File: src/rtl/uart_frame_transmit.sv
// Multi-channel sample frame sender over one 8N1 UART line: sync byte, payload
// samples, XOR checksum. Frames are queued in a small FIFO with valid/ready.
module uart_frame_transmit #(
  parameter int         NUM_CHANNELS     = 4,
  parameter int         BYTES_PER_SAMPLE = 2,
  parameter int         FIFO_DEPTH       = 4,
  parameter logic [7:0] SYNC_BYTE        = 8'hA5,
  parameter bit         MSB_FIRST        = 1'b0,
  parameter int         BAUD_RATE        = 115200,
  parameter int         INPUT_CLOCK_FREQ = 100_000_000
) (
  input  logic                                            clk_in,
  input  logic                                            rst_n_in,
  input  logic [NUM_CHANNELS-1:0][BYTES_PER_SAMPLE*8-1:0] data_in,
  input  logic                                            valid_in,
  output logic                                            ready_out,
  output logic                                            busy_out,
  output logic                                            frame_done_out,
  output logic                                            dropped_out,
  output logic                                            tx_wire_out
);
  localparam int PAYLOAD_BYTES = NUM_CHANNELS * BYTES_PER_SAMPLE;
  localparam int PAYLOAD_W     = PAYLOAD_BYTES * 8;
  localparam int FRAME_BYTES   = 2 + PAYLOAD_BYTES;
  localparam int BAUD_PERIOD   = INPUT_CLOCK_FREQ / BAUD_RATE;
  localparam int BAUD_W        = (BAUD_PERIOD > 1) ? $clog2(BAUD_PERIOD) : 1;
  localparam int PTR_W         = $clog2(FIFO_DEPTH);
  localparam int CNT_W         = PTR_W + 1;
  localparam int IDX_W         = $clog2(FRAME_BYTES);

  localparam logic [BAUD_W-1:0] BAUD_LAST  = BAUD_W'(BAUD_PERIOD - 1);
  localparam logic [CNT_W-1:0]  FULL_COUNT = CNT_W'(FIFO_DEPTH);
  localparam logic [IDX_W-1:0]  LAST_IDX   = IDX_W'(FRAME_BYTES - 1);

  typedef enum logic [2:0] {IDLE, LOAD, START, DATA, STOP} state_t;

  state_t                 state;
  logic [PTR_W-1:0]       wr_ptr;
  logic [PTR_W-1:0]       rd_ptr;
  logic [CNT_W-1:0]       count;
  logic [CNT_W-1:0]       count_next;
  logic [IDX_W-1:0]       byte_idx;
  logic [2:0]             bit_idx;
  logic [BAUD_W-1:0]      baud_cnt;

  logic [PAYLOAD_W-1:0]   data_flat;
  logic [7:0]             csum_in;
  logic [PAYLOAD_W+7:0]   mem [FIFO_DEPTH];
  logic [PAYLOAD_W+7:0]   head_reg;
  logic [PAYLOAD_W-1:0]   payload_reg;
  logic [7:0]             csum_reg;
  logic [7:0]             frame_bytes [FRAME_BYTES];
  logic [7:0]             cur_byte;

  logic push;
  logic pop;
  logic baud_tick;
  logic last_byte;
  logic frame_end;
  logic idle_next;

  assign data_flat  = data_in;
  assign ready_out  = (count != FULL_COUNT);
  assign push       = valid_in && ready_out;
  assign pop        = (state == IDLE) && (count != '0);
  assign count_next = count + CNT_W'(push) - CNT_W'(pop);
  assign baud_tick  = (baud_cnt == BAUD_LAST);
  assign last_byte  = (byte_idx == LAST_IDX);
  assign frame_end  = (state == STOP) && baud_tick && last_byte;
  assign idle_next  = ((state == IDLE) && !pop) || frame_end;

  // The checksum is folded in at push time so a pop is a single registered read.
  always_comb begin
    csum_in = '0;
    for (int i = 0; i < PAYLOAD_BYTES; i++) begin
      csum_in = csum_in ^ data_flat[i*8 +: 8];
    end
  end

  always_ff @(posedge clk_in) begin
    if (push) begin
      mem[wr_ptr] <= {csum_in, data_flat};
    end
    if (pop) begin
      head_reg <= mem[rd_ptr];
    end
  end

  assign payload_reg = head_reg[PAYLOAD_W-1:0];
  assign csum_reg    = head_reg[PAYLOAD_W +: 8];

  assign frame_bytes[0]             = SYNC_BYTE;
  assign frame_bytes[FRAME_BYTES-1] = csum_reg;

  for (genvar gi = 0; gi < PAYLOAD_BYTES; gi++) begin : g_payload
    localparam int CH  = gi / BYTES_PER_SAMPLE;
    localparam int POS = gi % BYTES_PER_SAMPLE;
    localparam int SEL = MSB_FIRST ? (BYTES_PER_SAMPLE - 1 - POS) : POS;
    assign frame_bytes[gi+1] = payload_reg[(CH*BYTES_PER_SAMPLE + SEL)*8 +: 8];
  end

  assign cur_byte = frame_bytes[byte_idx];

  always_ff @(posedge clk_in or negedge rst_n_in) begin
    if (!rst_n_in) begin
      state          <= IDLE;
      wr_ptr         <= '0;
      rd_ptr         <= '0;
      count          <= '0;
      byte_idx       <= '0;
      bit_idx        <= '0;
      baud_cnt       <= '0;
      tx_wire_out    <= 1'b1;
      busy_out       <= 1'b0;
      frame_done_out <= 1'b0;
      dropped_out    <= 1'b0;
    end else begin
      count          <= count_next;
      dropped_out    <= valid_in && !ready_out;
      busy_out       <= (count_next != '0) || !idle_next;
      frame_done_out <= 1'b0;
      if (push) begin
        wr_ptr <= wr_ptr + PTR_W'(1);
      end
      if (pop) begin
        rd_ptr <= rd_ptr + PTR_W'(1);
      end

      case (state)
        IDLE: begin
          tx_wire_out <= 1'b1;
          if (pop) begin
            byte_idx <= '0;
            state    <= LOAD;
          end
        end
        LOAD: begin
          baud_cnt    <= '0;
          tx_wire_out <= 1'b0;
          state       <= START;
        end
        START: begin
          if (baud_tick) begin
            baud_cnt    <= '0;
            bit_idx     <= '0;
            tx_wire_out <= cur_byte[0];
            state       <= DATA;
          end else begin
            baud_cnt <= baud_cnt + BAUD_W'(1);
          end
        end
        DATA: begin
          if (baud_tick) begin
            baud_cnt <= '0;
            if (bit_idx == 3'd7) begin
              tx_wire_out <= 1'b1;
              state       <= STOP;
            end else begin
              bit_idx     <= bit_idx + 3'd1;
              tx_wire_out <= cur_byte[bit_idx + 3'd1];
            end
          end else begin
            baud_cnt <= baud_cnt + BAUD_W'(1);
          end
        end
        STOP: begin
          if (baud_tick) begin
            baud_cnt <= '0;
            if (last_byte) begin
              frame_done_out <= 1'b1;
              state          <= IDLE;
            end else begin
              // Next byte's start bit follows the stop bit with no gap.
              byte_idx    <= byte_idx + IDX_W'(1);
              tx_wire_out <= 1'b0;
              state       <= START;
            end
          end else begin
            baud_cnt <= baud_cnt + BAUD_W'(1);
          end
        end
        default: state <= IDLE;
      endcase
    end
  end
endmodule
File: config.mk
export PLATFORM = sky130hd
export DESIGN_NAME = uart_frame_transmit
export DESIGN_NICKNAME = d
export VERILOG_FILES = /design/src/rtl/uart_frame_transmit.sv
export SDC_FILE = /design/constraint.sdc
export NUM_CORES = 1
export LEC_CHECK = 0
export ABC_AREA = 1
export BUFFER_PORTS_ARGS = -buffer_cell sky130_fd_sc_hd__buf_4
export CAP_MARGIN = 20
export CORE_UTILIZATION = 24
export DETAILED_ROUTE_END_ITERATION = 10
export GPL_TIMING_DRIVEN = 0
export PLACE_DENSITY_LB_ADDON = 0.05
export SYNTH_ARGS = -nofsm -noshare
export SYNTH_HDL_FRONTEND = slang
export SYNTH_SLANG_ARGS = --single-unit
File: constraint.sdc
create_clock -name clk_in -period 4.5 [get_ports clk_in]
set_clock_uncertainty 0.2 [all_clocks]
set_input_delay 0.225 -clock clk_in [delete_from_list [all_inputs] [get_ports clk_in]]
set_output_delay 0.225 -clock clk_in [all_outputs]
set_load 0.005 [all_outputs]
==> run metrics <==
crit path capture busy_out; vias in the first global route 10.3k; startpoint types flip-flop; Util after Layout 30.8%; RSZ-0062 raised after global routing no; io pins 72; Pleak 6.96 nW; Distinct cells, synth 39; post_cts resized 0; Final min period roughly 3100 ps; Cell Pwr Density 482 nW/um^2; WL/cell 21.9 um; Fmax achieved 0.319 GHz; CTS tree built; Synth-to-Final Area Change 26.0%; Reg clk slew, reported paths 60 ps; outcome finished, final reports clean; largest net degree at the start of global routing 32; Peak VDD IR 0.232 mV; ANT nets after route 0; final max-slew violation count 0; Overall Global Routing Usage approximately 15%; Final setup viols 0; Initial Utilization 24.4%; sequential share of the synthesized area around three quarters; Worst setup EP type flip-flop; cts bufs inserted 46; max_slew headroom 27.5%; DIE AREA between 60,000 and 70,000 sq um; DRT Wirelength roughly 51,000 um; Reg2Reg Capture Point busy_out; GP Congestion 0.796; CTS root buf clkbuf_16; Clk Latency, worst-skew pair 580 ps; Longest Clk Path Bufs 3; Post-Syn Area per Cell 12.8 sq um; Num Clock Sinks 391; PortBufs 71; DRC 0; Synthesized Nets 1,315; Worst Path Required 4750 ps; max cap viols 0; Fin. Hold Viols 0; DRT iter0 DRCs roughly 760; Arr. time, crit path 3380 ps; global-route wire length before repair 73,500 um; Yosys warning total 0; share of layout cells above drive strength 1 ~14%; row count 93; synthesized area between 15,000 and 20,000 sq um; Area after DPL 17,800 sq um; overall power 0.00964 W; Critical path origin state[1]; final instance area 20,000 sq um; #FFs+latches synth 391; DR pass1 iterations 5; Tcrit/Tclk final 69.7%; DPL Wire Length 34,600 um; worst min path class input port to flip-flop; Die W 259 um; Die Y 259 um; Filler Cell Count 6,617; WS Path Type flip-flop to flip-flop; H-tree level count 2; antenna violations before repair 2; Vias/cell 4.34; CP max FO 18; R2R Path Start state[1]; worst-margin pin slew 1090 ps; slack of the worst reg-to-reg path 1360 ps; cells after synthesis roughly 1.2k; max reg flops 288; worst reg2reg path depth 13; GR Overflow Total 0; core area 64,900 sq um; via count 10.1k; NumNets Final roughly 1.5k
[layer usage]
layer	up-vias	part of all wire [%]	GRT usage, %
li1	4826	-	-
met1	5042	48	21.3
met2	187	47	24.8
met3	54	3.3	2.25
met4	2	1.9	4.27
met5	-	0.025	0
[cell type report]
class / instances / area (sq um) / area share [%]
sequential: 391 / 11600 / 58.0
antenna: 1 / 2.50 / 0.0125
tap: 855 / 1070 / 5.35
timing repair buffer: 153 / 1530 / 7.64
inverter: 77 / 292 / 1.46
multi-input combinational: 707 / 3700 / 18.5
clock inverter: 31 / 294 / 1.47
clock buffer: 54 / 1200 / 6.02
buffer: 61 / 319 / 1.60
[worst max-delay path, stage by stage, from the launching register on]
cell and delay, ps:
dfrtp_1 460, nor2_4 170, inv_2 60, nor2_4 80, inv_2 50, nor2_4 600, ha_1 220, inv_1 40
ha_1 190, fa_1 400, xnor2_1 140, xor2_1 150, nor3_1 140, o21ai_0 100
[metrics by stage]
stage | setup slack (ps) | hold WS, ps | setup TNS [ps] | instances
after global routing | 1170 | 183 | 0 | 2330
after CTS | 1320 | 154 | 0 | 2329
final | 1360 | 200 | 0 | 2330
after floorplan | 74.3 | -271 | 0 | 1236
after global placement | -3750 | 16.6 | -1101340 | 2162
after detailed placement | 1330 | 13.3 | 0 | 2176
[cells in the mapped netlist, drive strengths merged]
cell type	count	area, sq um
xnor2	41	359
o22ai	77	482
o221ai	1	8.76
nor2	186	721
dfstp	1	26.3
o21ai	161	806
nor4	1	6.26
fa	1	20.0
edfxtp	360	10800
nand3	49	258
dfrtp	30	751
o21a	1	7.51
o211ai	1	7.51
xor2	22	193
o32ai	1	8.76
nand2	121	457
inv	77	292
clkbuf	40	170
ha	11	138
or2	2	12.5
nand4	4	31.3
nor3	7	40.0
a21oi	19	98.9
buf	21	149
a21o	1	7.51
[cell families (layout without fill, tap and decap cells)]
group | Yosys count | count (layout) | synth area share (%)
flops | 391 | 391 | 73.1
simple gates | 370 | 370 | 9.62
compound gates | 262 | 262 | 8.99
buf+inv | 138 | 376 | 3.85
xor+xnor | 63 | 63 | 3.48
fa+ha+maj | 12 | 12 | 0.994
other cells | 0 | 1 | 0
[power breakdown]
group / internal [W] / switching, W / total [W]
Sequential: 0.00463 / 0.000112 / 0.00474
Clock: 0.00220 / 0.00154 / 0.00374
Combinational: 0.000391 / 0.000771 / 0.00116
Total: 0.00722 / 0.00243 / 0.00964
[placed cells by master (no fill, tap or decap), drive strengths merged]
| cell type | n |
|---|---|
| xor2 | 22 |
| ha | 11 |
| diode | 1 |
| edfxtp | 360 |
| nor4 | 1 |
| xnor2 | 41 |
| o22ai | 77 |
| fa | 1 |
| clkbuf | 94 |
| o21a | 1 |
| a21o | 1 |
| dfstp | 1 |
| nand2 | 121 |
| nor2 | 186 |
| clkinv | 26 |
| dlygate4sd3 | 67 |
| o21ai | 161 |
| nand4 | 4 |
| o221ai | 1 |
| bufinv | 5 |
| nand3 | 49 |
| dfrtp | 30 |
| or2 | 2 |
| inv | 77 |
| a21oi | 19 |
| buf | 107 |
| nor3 | 7 |
| o211ai | 1 |
| o32ai | 1 |
[what timing repair did]
action | 4_1_cts | 5_1_grt
setup buffers | 0 | 0
hold buffers | 68 | 0
hold endpoints to repair | 288 | 0
[worst min path at each step]
| stage | slack, ps | to | startpoint | cells after the start |
|---|---|---|---|---|
| finish | 200 | mem[2][7] | data_in[7] | 2 |
| CTS | 150 | mem[0][11] | data_in[11] | 2 |
| global placement | 20 | dropped_out | rst_n_in | 1 |
| floorplan | -270 | baud_cnt[0] | rst_n_in | 0 |
| global route | 180 | mem[1][21] | data_in[21] | 2 |
| detailed placement | 10 | dropped_out | rst_n_in | 1 |
Power figures use the tool's default switching activity.
